==> config.mk <==
export PLATFORM = sky130hd
export DESIGN_NAME = mc_ctrl_seq_flat
export DESIGN_NICKNAME = d
export VERILOG_FILES = /design/src/rtl/ctrl_pkg.sv /design/src/rtl/mc_ctrl_seq_if.sv /design/src/rtl/ctrl_class_dec.sv /design/src/rtl/mc_ctrl_seq.sv /design/src/flat_wrapper.sv
export SDC_FILE = /design/constraint.sdc
export NUM_CORES = 1
export LEC_CHECK = 0
export ABC_CLOCK_PERIOD_IN_PS = 2760
export CAP_MARGIN = 20
export CORE_MARGIN = 2
export CORE_UTILIZATION = 40
export CTS_BUF_LIST = sky130_fd_sc_hd__clkbuf_4 sky130_fd_sc_hd__clkbuf_8 sky130_fd_sc_hd__clkbuf_16
export CTS_CLUSTER_SIZE = 8
export DETAILED_ROUTE_END_ITERATION = 12
export PLACE_DENSITY = 0.87
export SLEW_MARGIN = 20
export SYNTH_ARGS = -nofsm -noshare
export SYNTH_HDL_FRONTEND = slang
export SYNTH_SLANG_ARGS = --single-unit
==> constraint.sdc <==
create_clock -name clk -period 2.76 [get_ports clk]
set_input_delay 0.552 -clock clk [delete_from_list [all_inputs] [get_ports clk]]
set_output_delay 0.552 -clock clk [all_outputs]
set_load 0.05 [all_outputs]
==> src/rtl/ctrl_pkg.sv <==
// Shared encodings for the multi-cycle control sequencer and the datapath decoder.
// States, next-PC codes, instruction classes, exception codes and opcode/funct constants.
package ctrl_pkg;

  localparam int unsigned STATE_W = 3;
  localparam int unsigned NPC_W   = 3;
  localparam int unsigned EXC_W   = 5;
  localparam int unsigned CNT_W   = 5;
  localparam int unsigned OP_W    = 6;
  localparam int unsigned REG_W   = 5;

  typedef enum logic [STATE_W-1:0] {
    ST_IDLE     = 3'd0,
    ST_FETCH    = 3'd1,
    ST_DECODE   = 3'd2,
    ST_EXEC     = 3'd3,
    ST_MEM      = 3'd4,
    ST_WB       = 3'd5,
    ST_INT      = 3'd6,
    ST_MDU_WAIT = 3'd7
  } state_t;

  typedef enum logic [NPC_W-1:0] {
    NPC_PC4    = 3'd0,
    NPC_BRANCH = 3'd1,
    NPC_JUMP   = 3'd2,
    NPC_GPR    = 3'd3,
    NPC_EPC    = 3'd4,
    NPC_EXC    = 3'd5
  } npc_t;

  typedef enum logic [3:0] {
    CLS_LOAD, CLS_STORE, CLS_ALU, CLS_MULT, CLS_DIV,
    CLS_BRANCH, CLS_JUMP, CLS_LINK, CLS_MOVE, CLS_ILLEGAL
  } class_t;

  localparam logic [EXC_W-1:0] EXC_INT = 5'd0;
  localparam logic [EXC_W-1:0] EXC_RI  = 5'd10;

  localparam logic [OP_W-1:0] OP_RTYPE  = 6'h00;
  localparam logic [OP_W-1:0] OP_REGIMM = 6'h01;
  localparam logic [OP_W-1:0] OP_J      = 6'h02;
  localparam logic [OP_W-1:0] OP_JAL    = 6'h03;
  localparam logic [OP_W-1:0] OP_BEQ    = 6'h04;
  localparam logic [OP_W-1:0] OP_BNE    = 6'h05;
  localparam logic [OP_W-1:0] OP_BLEZ   = 6'h06;
  localparam logic [OP_W-1:0] OP_BGTZ   = 6'h07;
  localparam logic [OP_W-1:0] OP_ADDI   = 6'h08;
  localparam logic [OP_W-1:0] OP_ADDIU  = 6'h09;
  localparam logic [OP_W-1:0] OP_SLTI   = 6'h0a;
  localparam logic [OP_W-1:0] OP_SLTIU  = 6'h0b;
  localparam logic [OP_W-1:0] OP_ANDI   = 6'h0c;
  localparam logic [OP_W-1:0] OP_ORI    = 6'h0d;
  localparam logic [OP_W-1:0] OP_XORI   = 6'h0e;
  localparam logic [OP_W-1:0] OP_LUI    = 6'h0f;
  localparam logic [OP_W-1:0] OP_COP0   = 6'h10;
  localparam logic [OP_W-1:0] OP_LB     = 6'h20;
  localparam logic [OP_W-1:0] OP_LH     = 6'h21;
  localparam logic [OP_W-1:0] OP_LW     = 6'h23;
  localparam logic [OP_W-1:0] OP_LBU    = 6'h24;
  localparam logic [OP_W-1:0] OP_LHU    = 6'h25;
  localparam logic [OP_W-1:0] OP_SB     = 6'h28;
  localparam logic [OP_W-1:0] OP_SH     = 6'h29;
  localparam logic [OP_W-1:0] OP_SW     = 6'h2b;

  localparam logic [OP_W-1:0] F_SLL   = 6'h00;
  localparam logic [OP_W-1:0] F_SRL   = 6'h02;
  localparam logic [OP_W-1:0] F_SRA   = 6'h03;
  localparam logic [OP_W-1:0] F_SLLV  = 6'h04;
  localparam logic [OP_W-1:0] F_SRLV  = 6'h06;
  localparam logic [OP_W-1:0] F_SRAV  = 6'h07;
  localparam logic [OP_W-1:0] F_JR    = 6'h08;
  localparam logic [OP_W-1:0] F_JALR  = 6'h09;
  localparam logic [OP_W-1:0] F_MFHI  = 6'h10;
  localparam logic [OP_W-1:0] F_MTHI  = 6'h11;
  localparam logic [OP_W-1:0] F_MFLO  = 6'h12;
  localparam logic [OP_W-1:0] F_MTLO  = 6'h13;
  localparam logic [OP_W-1:0] F_MULT  = 6'h18;
  localparam logic [OP_W-1:0] F_MULTU = 6'h19;
  localparam logic [OP_W-1:0] F_DIV   = 6'h1a;
  localparam logic [OP_W-1:0] F_DIVU  = 6'h1b;
  localparam logic [OP_W-1:0] F_ADD   = 6'h20;
  localparam logic [OP_W-1:0] F_ADDU  = 6'h21;
  localparam logic [OP_W-1:0] F_SUB   = 6'h22;
  localparam logic [OP_W-1:0] F_SUBU  = 6'h23;
  localparam logic [OP_W-1:0] F_AND   = 6'h24;
  localparam logic [OP_W-1:0] F_OR    = 6'h25;
  localparam logic [OP_W-1:0] F_XOR   = 6'h26;
  localparam logic [OP_W-1:0] F_NOR   = 6'h27;
  localparam logic [OP_W-1:0] F_SLT   = 6'h2a;
  localparam logic [OP_W-1:0] F_SLTU  = 6'h2b;
  localparam logic [OP_W-1:0] F_ERET  = 6'h18;

  localparam logic [REG_W-1:0] RT_BLTZ = 5'd0;
  localparam logic [REG_W-1:0] RT_BGEZ = 5'd1;
  localparam logic [REG_W-1:0] RS_MF   = 5'd0;
  localparam logic [REG_W-1:0] RS_MT   = 5'd4;
  localparam logic [REG_W-1:0] RS_CO   = 5'd16;

  // Branch condition from the ALU flags; REGIMM selects BLTZ/BGEZ by rt.
  function automatic logic br_taken(input logic [OP_W-1:0] op, input logic [REG_W-1:0] rt,
                                    input logic zero, input logic sign);
    logic t;
    t = 1'b0;
    case (op)
      OP_BEQ:    t = zero;
      OP_BNE:    t = ~zero;
      OP_BLEZ:   t = zero | sign;
      OP_BGTZ:   t = ~zero & ~sign;
      OP_REGIMM: t = (rt == RT_BGEZ) ? (zero | ~sign) : (sign & ~zero);
      default:   t = 1'b0;
    endcase
    return t;
  endfunction

endpackage

==> src/rtl/mc_ctrl_seq_if.sv <==
// Instruction-field inputs and control-strobe outputs of the sequencer.
interface mc_ctrl_seq_if;
  logic [5:0] OP;
  logic [5:0] F;
  logic [4:0] RT;
  logic [4:0] RS;
  logic       Zero;
  logic       Sign;
  logic       IntReq;
  logic       EXL;
  logic       DMReady;
  logic [2:0] State;
  logic [2:0] NPCOp;
  logic       PCWr;
  logic       IRWr;
  logic       GPRWr;
  logic       DMReq;
  logic       DMWr;
  logic       LOWr;
  logic       HIWr;
  logic       CP0Wr;
  logic       CP0CLRWr;
  logic       MDUStart;
  logic       EXLSet;
  logic [4:0] ExcCode;

  modport slave (
    input  OP, F, RT, RS, Zero, Sign, IntReq, EXL, DMReady,
    output State, NPCOp, PCWr, IRWr, GPRWr, DMReq, DMWr, LOWr, HIWr,
           CP0Wr, CP0CLRWr, MDUStart, EXLSet, ExcCode
  );

  modport master (
    output OP, F, RT, RS, Zero, Sign, IntReq, EXL, DMReady,
    input  State, NPCOp, PCWr, IRWr, GPRWr, DMReq, DMWr, LOWr, HIWr,
           CP0Wr, CP0CLRWr, MDUStart, EXLSet, ExcCode
  );
endinterface

==> src/rtl/ctrl_class_dec.sv <==
// Combinational instruction-field to class decoder, shared with the datapath decoder.
module ctrl_class_dec
  import ctrl_pkg::*;
(
  input  logic [OP_W-1:0]  op,
  input  logic [OP_W-1:0]  f,
  input  logic [REG_W-1:0] rt,
  input  logic [REG_W-1:0] rs,
  output class_t           cls
);

  always_comb begin
    cls = CLS_ILLEGAL;
    case (op)
      OP_RTYPE: begin
        case (f)
          F_SLL, F_SRL, F_SRA, F_SLLV, F_SRLV, F_SRAV,
          F_ADD, F_ADDU, F_SUB, F_SUBU, F_AND, F_OR, F_XOR, F_NOR,
          F_SLT, F_SLTU:                   cls = CLS_ALU;
          F_JR:                            cls = CLS_JUMP;
          F_JALR:                          cls = CLS_LINK;
          F_MFHI, F_MTHI, F_MFLO, F_MTLO:  cls = CLS_MOVE;
          F_MULT, F_MULTU:                 cls = CLS_MULT;
          F_DIV, F_DIVU:                   cls = CLS_DIV;
          default:                         cls = CLS_ILLEGAL;
        endcase
      end
      OP_REGIMM: cls = (rt == RT_BLTZ || rt == RT_BGEZ) ? CLS_BRANCH : CLS_ILLEGAL;
      OP_J:      cls = CLS_JUMP;
      OP_JAL:    cls = CLS_LINK;
      OP_BEQ, OP_BNE, OP_BLEZ, OP_BGTZ: cls = CLS_BRANCH;
      OP_ADDI, OP_ADDIU, OP_SLTI, OP_SLTIU,
      OP_ANDI, OP_ORI, OP_XORI, OP_LUI: cls = CLS_ALU;
      OP_COP0: begin
        if (rs == RS_MF || rs == RS_MT)      cls = CLS_MOVE;
        else if (rs == RS_CO && f == F_ERET) cls = CLS_JUMP;
        else                                 cls = CLS_ILLEGAL;
      end
      OP_LB, OP_LH, OP_LW, OP_LBU, OP_LHU: cls = CLS_LOAD;
      OP_SB, OP_SH, OP_SW:                 cls = CLS_STORE;
      default:                             cls = CLS_ILLEGAL;
    endcase
  end

endmodule

==> src/rtl/mc_ctrl_seq.sv <==
// Multi-cycle control sequencer: state register plus combinational strobes and next-PC select.
// Optional reserved-instruction exception enabled by defining CTRL_RI_EXC_EN.
module mc_ctrl_seq
  import ctrl_pkg::*;
#(
  parameter int unsigned MULT_CYCLES = 3,
  parameter int unsigned DIV_CYCLES  = 17
) (
  input logic         clk,
  input logic         rst,
  mc_ctrl_seq_if.slave bus
);

  state_t             state, state_nx;
  logic [CNT_W-1:0]   cnt, cnt_nx;
  class_t             cls;
  npc_t               npc;
  logic [EXC_W-1:0]   exc_code;
  logic pc_wr, ir_wr, gpr_wr, dm_req, dm_wr, lo_wr, hi_wr, cp0_wr, cp0_clr_wr, mdu_start, exl_set;
`ifdef CTRL_RI_EXC_EN
  logic ri_flag, ri_nx;
`endif

  ctrl_class_dec u_dec (
    .op  (bus.OP),
    .f   (bus.F),
    .rt  (bus.RT),
    .rs  (bus.RS),
    .cls (cls)
  );

  always_ff @(posedge clk or posedge rst) begin
    if (rst) begin
      state <= ST_IDLE;
      cnt   <= '0;
`ifdef CTRL_RI_EXC_EN
      ri_flag <= 1'b0;
`endif
    end else begin
      state <= state_nx;
      cnt   <= cnt_nx;
`ifdef CTRL_RI_EXC_EN
      ri_flag <= ri_nx;
`endif
    end
  end

  // Next state and all strobes; anything not set below stays 0.
  always_comb begin
    state_nx   = state;
    cnt_nx     = cnt;
    npc        = NPC_PC4;
    exc_code   = EXC_INT;
    pc_wr      = 1'b0;
    ir_wr      = 1'b0;
    gpr_wr     = 1'b0;
    dm_req     = 1'b0;
    dm_wr      = 1'b0;
    lo_wr      = 1'b0;
    hi_wr      = 1'b0;
    cp0_wr     = 1'b0;
    cp0_clr_wr = 1'b0;
    mdu_start  = 1'b0;
    exl_set    = 1'b0;
`ifdef CTRL_RI_EXC_EN
    ri_nx      = ri_flag;
`endif
    case (state)
      ST_IDLE: state_nx = ST_FETCH;
      ST_FETCH: begin
        ir_wr    = 1'b1;
        state_nx = ST_DECODE;
      end
      ST_DECODE: begin
        state_nx = ST_EXEC;
        if (cls == CLS_JUMP) begin
          pc_wr    = 1'b1;
          state_nx = ST_INT;
          if (bus.OP == OP_J) npc = NPC_JUMP;
          else if (bus.OP == OP_COP0) begin
            npc        = NPC_EPC;
            cp0_clr_wr = 1'b1;
          end else npc = NPC_GPR;
        end else if (cls == CLS_LINK) begin
          gpr_wr = 1'b1;
        end
      end
      ST_EXEC: begin
        state_nx = ST_INT;
        case (cls)
          CLS_BRANCH: begin
            pc_wr = 1'b1;
            npc   = br_taken(bus.OP, bus.RT, bus.Zero, bus.Sign) ? NPC_BRANCH : NPC_PC4;
          end
          CLS_LINK: begin
            pc_wr = 1'b1;
            npc   = (bus.OP == OP_JAL) ? NPC_JUMP : NPC_GPR;
          end
          CLS_MOVE: begin
            pc_wr  = 1'b1;
            gpr_wr = (bus.OP == OP_RTYPE && (bus.F == F_MFHI || bus.F == F_MFLO)) ||
                     (bus.OP == OP_COP0 && bus.RS == RS_MF);
            hi_wr  = (bus.OP == OP_RTYPE && bus.F == F_MTHI);
            lo_wr  = (bus.OP == OP_RTYPE && bus.F == F_MTLO);
            cp0_wr = (bus.OP == OP_COP0 && bus.RS == RS_MT);
          end
          CLS_MULT: begin
            mdu_start = 1'b1;
            cnt_nx    = CNT_W'(MULT_CYCLES - 1);
            state_nx  = ST_MDU_WAIT;
          end
          CLS_DIV: begin
            mdu_start = 1'b1;
            cnt_nx    = CNT_W'(DIV_CYCLES - 1);
            state_nx  = ST_MDU_WAIT;
          end
          CLS_LOAD, CLS_STORE, CLS_ALU: state_nx = ST_MEM;
          CLS_ILLEGAL: begin
`ifdef CTRL_RI_EXC_EN
            ri_nx = 1'b1;
`else
            pc_wr = 1'b1;
`endif
          end
          default: state_nx = ST_INT;
        endcase
      end
      ST_MDU_WAIT: begin
        if (cnt == '0) begin
          hi_wr    = 1'b1;
          lo_wr    = 1'b1;
          pc_wr    = 1'b1;
          state_nx = ST_INT;
        end else begin
          cnt_nx = cnt - CNT_W'(1);
        end
      end
      ST_MEM: begin
        state_nx = ST_INT;
        case (cls)
          CLS_ALU: begin
            gpr_wr = 1'b1;
            pc_wr  = 1'b1;
          end
          CLS_STORE: begin
            dm_req = 1'b1;
            dm_wr  = 1'b1;
            pc_wr  = bus.DMReady;
            state_nx = bus.DMReady ? ST_INT : ST_MEM;
          end
          CLS_LOAD: begin
            dm_req   = 1'b1;
            state_nx = bus.DMReady ? ST_WB : ST_MEM;
          end
          default: state_nx = ST_INT;
        endcase
      end
      ST_WB: begin
        gpr_wr   = 1'b1;
        pc_wr    = 1'b1;
        state_nx = ST_INT;
      end
      ST_INT: begin
        state_nx = ST_FETCH;
        // A pending reserved-instruction trap wins over the interrupt and ignores EXL.
`ifdef CTRL_RI_EXC_EN
        ri_nx = 1'b0;
        if (ri_flag) begin
          exl_set  = 1'b1;
          pc_wr    = 1'b1;
          npc      = NPC_EXC;
          exc_code = EXC_RI;
        end else
`endif
        if (bus.IntReq && !bus.EXL) begin
          exl_set  = 1'b1;
          pc_wr    = 1'b1;
          npc      = NPC_EXC;
          exc_code = EXC_INT;
        end
      end
      default: state_nx = ST_IDLE;
    endcase
  end

  assign bus.State    = state;
  assign bus.NPCOp    = npc;
  assign bus.ExcCode  = exc_code;
  assign bus.PCWr     = pc_wr;
  assign bus.IRWr     = ir_wr;
  assign bus.GPRWr    = gpr_wr;
  assign bus.DMReq    = dm_req;
  assign bus.DMWr     = dm_wr;
  assign bus.LOWr     = lo_wr;
  assign bus.HIWr     = hi_wr;
  assign bus.CP0Wr    = cp0_wr;
  assign bus.CP0CLRWr = cp0_clr_wr;
  assign bus.MDUStart = mdu_start;
  assign bus.EXLSet   = exl_set;

endmodule

==> src/flat_wrapper.sv <==
// flat-port wrapper written by rule: the top's interface ports become plain ports
module mc_ctrl_seq_flat import ctrl_pkg::*;
#(
  parameter int unsigned MULT_CYCLES = 3,
  parameter int unsigned DIV_CYCLES  = 17
)
  (clk, rst, bus_OP, bus_F, bus_RT, bus_RS, bus_Zero, bus_Sign, bus_IntReq, bus_EXL, bus_DMReady, bus_State, bus_NPCOp, bus_PCWr, bus_IRWr, bus_GPRWr, bus_DMReq, bus_DMWr, bus_LOWr, bus_HIWr, bus_CP0Wr, bus_CP0CLRWr, bus_MDUStart, bus_EXLSet, bus_ExcCode);
  mc_ctrl_seq_if bus_i ();
  input logic clk;
  input logic rst;
  input wire logic [$bits(bus_i.OP)-1:0] bus_OP;
  input wire logic [$bits(bus_i.F)-1:0] bus_F;
  input wire logic [$bits(bus_i.RT)-1:0] bus_RT;
  input wire logic [$bits(bus_i.RS)-1:0] bus_RS;
  input wire logic [$bits(bus_i.Zero)-1:0] bus_Zero;
  input wire logic [$bits(bus_i.Sign)-1:0] bus_Sign;
  input wire logic [$bits(bus_i.IntReq)-1:0] bus_IntReq;
  input wire logic [$bits(bus_i.EXL)-1:0] bus_EXL;
  input wire logic [$bits(bus_i.DMReady)-1:0] bus_DMReady;
  output wire logic [$bits(bus_i.State)-1:0] bus_State;
  output wire logic [$bits(bus_i.NPCOp)-1:0] bus_NPCOp;
  output wire logic [$bits(bus_i.PCWr)-1:0] bus_PCWr;
  output wire logic [$bits(bus_i.IRWr)-1:0] bus_IRWr;
  output wire logic [$bits(bus_i.GPRWr)-1:0] bus_GPRWr;
  output wire logic [$bits(bus_i.DMReq)-1:0] bus_DMReq;
  output wire logic [$bits(bus_i.DMWr)-1:0] bus_DMWr;
  output wire logic [$bits(bus_i.LOWr)-1:0] bus_LOWr;
  output wire logic [$bits(bus_i.HIWr)-1:0] bus_HIWr;
  output wire logic [$bits(bus_i.CP0Wr)-1:0] bus_CP0Wr;
  output wire logic [$bits(bus_i.CP0CLRWr)-1:0] bus_CP0CLRWr;
  output wire logic [$bits(bus_i.MDUStart)-1:0] bus_MDUStart;
  output wire logic [$bits(bus_i.EXLSet)-1:0] bus_EXLSet;
  output wire logic [$bits(bus_i.ExcCode)-1:0] bus_ExcCode;
  assign bus_i.OP = bus_OP;
  assign bus_i.F = bus_F;
  assign bus_i.RT = bus_RT;
  assign bus_i.RS = bus_RS;
  assign bus_i.Zero = bus_Zero;
  assign bus_i.Sign = bus_Sign;
  assign bus_i.IntReq = bus_IntReq;
  assign bus_i.EXL = bus_EXL;
  assign bus_i.DMReady = bus_DMReady;
  assign bus_State = bus_i.State;
  assign bus_NPCOp = bus_i.NPCOp;
  assign bus_PCWr = bus_i.PCWr;
  assign bus_IRWr = bus_i.IRWr;
  assign bus_GPRWr = bus_i.GPRWr;
  assign bus_DMReq = bus_i.DMReq;
  assign bus_DMWr = bus_i.DMWr;
  assign bus_LOWr = bus_i.LOWr;
  assign bus_HIWr = bus_i.HIWr;
  assign bus_CP0Wr = bus_i.CP0Wr;
  assign bus_CP0CLRWr = bus_i.CP0CLRWr;
  assign bus_MDUStart = bus_i.MDUStart;
  assign bus_EXLSet = bus_i.EXLSet;
  assign bus_ExcCode = bus_i.ExcCode;
  mc_ctrl_seq #(.MULT_CYCLES(MULT_CYCLES), .DIV_CYCLES(DIV_CYCLES)) u_core (.clk(clk), .rst(rst), .bus(bus_i));
endmodule
==> flow_summary.toml, run 1 <==
[cts]
path_clk_slew_ns = 0.06
tritoncts = "yes"
clkLatencyLatePin_ns = 0.27
cts_buf_count = 3
clock_sink_count = 8
clock_tree.root_cell = "sky130_fd_sc_hd__clkbuf_4"
number_of_h_tree_branching_levels = 1
cts_hold_repair.buffers = 0
clock_tree.buffer_depth = 2

[timing]
whs_ns = 0.560
post_layout_minimum_cycle_time_ns = 3.42
setup_viol_count_final = 12
clock_tree_skew_after_final_layout_ns = 0.00845
maxClockFrequency_mhz = 292
tightestPinTransition_ns = 0.584
finalHoldViolCount = 0
final-max-slew-violation-count = 0
max_slew_headroom = 0.610
setup-tns-final_ns = -5.17
final_critical_path_setup_slack_ns = -0.660
rsz0062_at_grt = "true"
layout_worst_path_cycle_share = 1.24

[yosys]
dominant_combinational_cell_family_by_area_after_synthesis = "simple AND/OR/NAND/NOR gates"
synth_warn = 0
synthTopCellsByArea = "sky130_fd_sc_hd__dfrtp_1 15%, sky130_fd_sc_hd__buf_4 5.1%, sky130_fd_sc_hd__nand2_1 4.5%"
syn_inst = 184
synth_adder_area_share = 0.00944
yosys.area_share.simple = 0.469
synth_largest_type_area_fraction = 0.151
async_reset_ff_frac = 1.00
ys_ff_latch = 8
yosys.cell_types.count = 61
synth.avg_cell_area_um2 = 7.20
yosysTopAreaCell = "sky130_fd_sc_hd__dfrtp_1"
yosysSeqAreaShare = 0.151
netlist_area_before_placement_um2 = 1330
synth.mux.area_fraction = 0.00755
synth-edff-count = 0
synth_compound_gate_area_share = 0.244
ys_dominant_reg_cell = "sky130_fd_sc_hd__dfrtp_1"
synth_xor_xnor_area_share = 0.0198

[final_layout]
final.fill_count = 116
finalNonFillerCells = 331
final_net_count = 319
fraction_of_final_layout_cells_with_drive_strength_greater_than_1 = 0.533
synthToLayoutAreaGrowth_pct = 112
antenna-diode-count = 0
multiInputGateArea_um2 = 1400
layout_commonest_cell = "sky130_fd_sc_hd__buf_4"
mostFrequentLayoutCells = "50 x sky130_fd_sc_hd__buf_4, 19 x sky130_fd_sc_hd__buf_6, 13 x sky130_fd_sc_hd__nor2_1, 13 x sky130_fd_sc_hd__buf_12"
layout.cell_area.non_filler_um2 = 2810
combined_flip_flop_and_latch_cell_area_um2 = 200

[floorplan]
core_area_um2 = 3100
rows = 20
fp.dieW_um = 61.6
design.portCount = 51
die-height_um = 61.6
die-area_um2 = 3790
start_util = 0.427

[pwr]
net_switching_power_uw = 918
p_int_uw = 730
share_seq_of_total_power = 0.171
power.combinational.fraction = 0.768
netSwitchingFraction = 0.557
pwr_density_cell_nw_per_um2 = 586
leakagePower_uw = 0.00117
vdd_drop_max_v = 0.000383
clock_power_share = 0.061

[critical_path]
setup.worst_path.class = "input pin to output port"
crit_end_category = "output port"
timing.critical_path.required_ns = 2.21
timing.critical_path.max_delay_family = "simple AND/OR/NAND/NOR gates"
critical_path.cell_chain = "buf_2 > buf_4 > buf_4 > a21o_1 > a21oi_2 > or2_2 > nand3_2 > or2_4 > buf_6 > nor4_4 > buf_4 > buf_12"
crit_buf_inv = 6
worst_setup_path_start_kind = "input pin"
worst_path_max_delay_cell = "sky130_fd_sc_hd__nor4_4"
worst-endpoint-arrival_ns = 2.87
worstPathMaxFanout = 5
crit_path_max_incr_delay_ns = 0.35
crit_path_frequent_cell = "sky130_fd_sc_hd__buf_4"

[global_route]
grt_first_pass_wirelength_mm = 11.4
number_of_global_route_vias_before_repair = 2127
number_of_antenna_violations_at_the_first_check_in_global_routing = 0
grt_start_max_net_pins = 14
grt_remaining_overflow = 0
groute.usage.overall = 0.421

[placement]
place.detailed.hpwl_mm = 3.85
portBuffers = 45
routabilityCongestion = 0.901
dp_worst_setup_slack_ns = -0.853
dpl.cell_count = 314
placed_cell_area_um2 = 2360

[drt]
drt_iter0_drc = 317
route.antenna.remaining_nets = 0
drt_wl_total_mm = 8.62
detailedRoute.firstPassIterationCount = 6
number_of_vias_per_cell = 6.86
total_number_of_vias = 2270
drcViolationCount = 0
wire_length_per_cell_um = 26.0

[run_status]
result_of_the_run = "finished, violations left"
violations_in_the_final_reports = "setup timing"

[worst_hold_path]
min_path_type = "input pin to async pin"

[flow_run]
maxCapViolations = 0
## routing by layer
metal | part of all wire | GRT usage | vias up
li1 | - | - | 885
met1 | 0.34 | 0.464 | 1056
met2 | 0.46 | 0.701 | 248
met3 | 0.10 | 0.132 | 81
met4 | 0.095 | 0.261 | 0
met5 | 0 | 0 | -
## sequential cells by signal, indices dropped and copies added (netlist names)
| name | count |
|---|---|
| u_core.bus.State | 3 |
| u_core.cnt | 5 |
## path summary, 6_finish.rpt
check	startpoint	to	slack [ns]	depth (start not counted)
worst max-delay path	bus_OP[3]	bus_CP0CLRWr	-0.66	12
worst min-delay path	rst	u_core.cnt[2]	0.56	2
worst max register to register	u_core.cnt[0]	u_core.cnt[3]	0.66	8
worst min register to register	u_core.cnt[0]	u_core.cnt[0]	0.58	2
max in group asynchronous	rst	u_core.cnt[1]	1.93	2
min in group clk	u_core.cnt[0]	u_core.cnt[0]	0.58	2
## through the flow
step | total power, µW | utilization
after floorplan | 849 | -
after global placement | 1200 | 0.760
after detailed placement | 1240 | 0.760
after CTS | 1400 | 0.861
after global routing | 1710 | 0.906
final | 1650 | 0.906
## worst register-to-register path: stages, from the launching register on
cell                      delay, ns
sky130_fd_sc_hd__dfrtp_1       0.37
sky130_fd_sc_hd__inv_1         0.08
sky130_fd_sc_hd__ha_1          0.25
sky130_fd_sc_hd__nand2_1       0.15
sky130_fd_sc_hd__nor2_1        0.13
sky130_fd_sc_hd__or2_2         0.36
sky130_fd_sc_hd__nor4_1        0.27
sky130_fd_sc_hd__xnor2_1       0.22
sky130_fd_sc_hd__nor2_1        0.13
## cell type report
| type | instances | share of cell area |
|---|---|---|
| multi-input cells | 157 | 0.498 |
| inverters | 9 | 0.0120 |
| flip-flops and latches | 8 | 0.0712 |
| repair buffers | 110 | 0.391 |
| clock buffers | 3 | 0.00801 |
| well taps | 44 | 0.0196 |
## kinds of logic (layout without fill, tap and decap cells)
group	count (synthesis)	after routing
simple gates	101	101
xor+xnor	3	3
compound gates	46	46
flops	8	8
buf+inv	23	122
fa+ha+maj	1	1
other cells	1	5
mux	1	1
## cell usage after synthesis, types with 4 or more instances
cell type / count
sky130_fd_sc_hd__nand3_1: 9
sky130_fd_sc_hd__inv_1: 9
sky130_fd_sc_hd__clkbuf_1: 4
sky130_fd_sc_hd__buf_4: 9
sky130_fd_sc_hd__or3b_2: 4
sky130_fd_sc_hd__and2_1: 5
sky130_fd_sc_hd__or2_2: 5
sky130_fd_sc_hd__nor4_1: 5
sky130_fd_sc_hd__nand4_1: 5
sky130_fd_sc_hd__nand2_1: 16
sky130_fd_sc_hd__dfrtp_1: 8
sky130_fd_sc_hd__nor2_1: 15
sky130_fd_sc_hd__a21oi_1: 6
sky130_fd_sc_hd__nand2b_1: 8
sky130_fd_sc_hd__o21ai_0: 10
## what timing repair did
item / in CTS / in global routing
setup buffers: 12 / 6
endpoints found under the setup margin: 17 / 13
gates resized for setup: 91 / 30
pin swaps: 32 / 26
## power groups by stage
stage          Sequential (µW)  Clock (µW)  Combinational, µW
6_report                   282         100               1270
5_1_grt                    277         106               1330
4_1_cts                    249        89.8               1060
3_5_place_dp               249           0                992
3_3_place_gp               246           0                958
2_1_floorplan              309           0                539
Power figures use the tool's default switching activity.
==> run 2, diff against run 1 <==
Settings changed: ABC_AREA set to 1, CORE_MARGIN 2 to not set, CORE_UTILIZATION 40 to 42, PLACE_DENSITY 0.87 to 0.88.
==> run 2 against run 1 <==
Net effect:
- the flow still finishes with violations (setup timing)
- synthesized area grew 11%
- sequential share of layout area down 0.097 points
- register-to-register slack improved by 0.21 ns
- global-route usage fell by 11 points
- critical endpoint is now bus_NPCOp[0]
- highest routed layer unchanged
==> flow_summary.toml, run 2 <==
[run_status]
result_of_the_run = "finished, violations left"
violations_in_the_final_reports = "setup timing"

[timing]
tightestPinTransition_ns = 0.499
final_critical_path_setup_slack_ns = -0.238
post_layout_minimum_cycle_time_ns = 3.00
clock_tree_skew_after_final_layout_ns = 0.0104
final-max-slew-violation-count = 0
maxClockFrequency_mhz = 334
setup_viol_count_final = 7
max_slew_headroom = 0.667
rsz0062_at_grt = "true"
layout_worst_path_cycle_share = 1.09
finalHoldViolCount = 0

[drt]
total_number_of_vias = 2650
wl_met3_mm = 1.06
drt-met1-wl_mm = 2.96
drt_iter0_drc = 392
number_of_vias_per_cell = 6.24
drcViolationCount = 0
wl_met2_mm = 3.98
drt_wl_total_mm = 8.73
detailedRoute.firstPassIterationCount = 7
wire_length_per_cell_um = 20.5
highest-signal-layer = "met4"
route.antenna.remaining_nets = 0

[placement]
placed_cell_area_um2 = 2410
place.detailed.hpwl_mm = 3.66
portBuffers = 45
dp_worst_setup_slack_ns = -0.297
routabilityCongestion = 0.938

[final_layout]
final.fill_count = 177
layout.cell_area.non_filler_um2 = 2850
mostFrequentLayoutCells = "59 x sky130_fd_sc_hd__buf_4, 47 x sky130_fd_sc_hd__nand2_1, 35 x sky130_fd_sc_hd__inv_1, 32 x sky130_fd_sc_hd__nor2_1, 23 x sky130_fd_sc_hd__nand3_1"
final_net_count = 411
antenna-diode-count = 0
top_register = "u_core.cnt"
synthToLayoutAreaGrowth_pct = 93.3
fraction_of_final_layout_cells_with_drive_strength_greater_than_1 = 0.485
largest_reg_flops = 5
layout_commonest_cell = "sky130_fd_sc_hd__buf_4"

[critical_path]
worst_setup_path_start_kind = "input pin"
worstPathMaxFanout = 7
crit_end_category = "output port"
timing.critical_path.required_ns = 2.21
logic_depth_of_the_worst_register_to_register_path = 7
setup.worst_path.class = "input pin to output port"
worst-endpoint-arrival_ns = 2.45

[global_route]
grt_start_max_net_pins = 9
number_of_global_route_vias_before_repair = 2044
grt_first_pass_wirelength_mm = 8.64
groute.usage.overall = 0.307
grt_remaining_overflow = 0
number_of_antenna_violations_at_the_first_check_in_global_routing = 0

[pwr]
pwr_density_cell_nw_per_um2 = 516
vdd_drop_max_v = 0.000664
leakagePower_uw = 0.00145

[cts]
clkLatencyLatePin_ns = 0.27
tritoncts = "yes"
cts_buf_count = 3
number_of_h_tree_branching_levels = 1
path_clk_slew_ns = 0.07
clock_tree.buffer_depth = 2
clock_tree.root_cell = "sky130_fd_sc_hd__clkbuf_4"
clock_sink_count = 8

[yosys]
syn_inst = 271
synth_common_cells = "65 x sky130_fd_sc_hd__nand2_1, 45 x sky130_fd_sc_hd__nor2_1, 39 x sky130_fd_sc_hd__inv_1"
ys_ff_latch = 8
yosysTopAreaCell = "sky130_fd_sc_hd__nand2_1"
synth_largest_type_area_fraction = 0.165
netlist_area_before_placement_um2 = 1480
yosysSeqAreaShare = 0.136
ys_dominant_reg_cell = "sky130_fd_sc_hd__dfrtp_1"
synth_warn = 0
async_reset_ff_frac = 1.00
synth-edff-count = 0
synthTopCellsByArea = "sky130_fd_sc_hd__nand2_1 17%, sky130_fd_sc_hd__dfrtp_1 14%, sky130_fd_sc_hd__nand3_1 12%"
synth_most_common_cell = "sky130_fd_sc_hd__nand2_1"
yosys.cell_types.count = 29
synth.avg_cell_area_um2 = 5.44

[floorplan]
start_util = 0.439
design.portCount = 51
fp.dieW_um = 61.3
core_area_um2 = 3360
rows = 21
die-area_um2 = 3750
die-height_um = 61.3

[worst_hold_path]
min_path_type = "input pin to async pin"

[flow_run]
maxCapViolations = 0
run 2: changes by cell type in the layout (fill, tap and decap cells not counted), sizes merged, moves of 5 or more:
cell	previous run	this run
nand2b	8	0
clkbuf	4	15
dlygate4sd2	11	4
inv	9	50
nand3	9	42
or3b	5	0
nor2	15	57
and2	6	0
buf	84	79
nand2	16	69
or2	6	1
run 2: where the power goes:
group          internal [µW]  switching [µW]
clock                   50.2            48.0
combinational            386             737
sequential               175            75.3
run 2: worst max-delay path, stage by stage:
cell	delay [ns]
sky130_fd_sc_hd__dlygate4sd2_1	0.22
sky130_fd_sc_hd__inv_1	0.08
sky130_fd_sc_hd__nand2_1	0.12
sky130_fd_sc_hd__nor2_2	0.06
sky130_fd_sc_hd__inv_1	0.06
sky130_fd_sc_hd__nor2_1	0.04
sky130_fd_sc_hd__nor2_2	0.29
sky130_fd_sc_hd__nand3_4	0.23
sky130_fd_sc_hd__buf_4	0.22
sky130_fd_sc_hd__nand4_1	0.10
sky130_fd_sc_hd__nand4_1	0.23
sky130_fd_sc_hd__buf_12	0.23
run 2: layout make-up:
class                   instances  area [µm²]  share of cell area
inverters                      50         198              0.0693
multi-input cells             212        1380               0.484
clock buffers                   3        22.5             0.00790
well taps                      46        57.6              0.0202
repair buffers                106         992               0.348
flip-flops and latches          8         200              0.0702
run 2: kinds of logic after synthesis:
group                    count (synthesis)  share of synthesized area
AND/OR/NAND/NOR                        182                      0.598
buffers and inverters                   55                      0.153
AO/OA/AOI/OAI                           22                     0.0908
flip-flops                               8                      0.136
XOR/XNOR                                 2                     0.0119
adder cells (fa/ha/maj)                  1                    0.00848
other                                    1                    0.00254
run 2: repair_timing:
item,in CTS,in global routing
pin swaps,25,39
hold buffers,0,0
resized for setup,64,84
endpoints found under the setup margin,8,7
buffers inserted,11,12
gates cloned,0,0
run 2: path summary, 6_finish.rpt:
kind                                     startpoint                   to  slack, ns
worst max-delay path                      bus_RT[3]         bus_NPCOp[0]      -0.24
worst min-delay path                            rst  u_core.bus.State[1]       0.57
worst max register to register  u_core.bus.State[0]        u_core.cnt[3]       0.87
worst min register to register        u_core.cnt[1]        u_core.cnt[1]       0.59
max in group asynchronous                       rst        u_core.cnt[3]       1.92
min in group clk                      u_core.cnt[1]        u_core.cnt[1]       0.59
run 2: layer usage:
layer	up-vias	track usage
li1	1080	-
met1	1183	0.366
met2	284	0.554
met3	103	0.0651
met4	0	0.0844
met5	-	0
run 2: stage by stage:
stage / hold slack, ns / TNS, ns / util / cells / power (µW)
2_1_floorplan: 0.368 / -0.0412 / - / 275 / 819
3_3_place_gp: 0.518 / -1.76 / 0.718 / 399 / 1150
3_5_place_dp: 0.527 / -1.87 / 0.718 / 399 / 1170
4_1_cts: 0.537 / 0 / 0.774 / 413 / 1290
5_1_grt: 0.589 / -1.32 / 0.848 / 425 / 1530
6_report: 0.567 / -1.05 / 0.848 / 425 / 1470
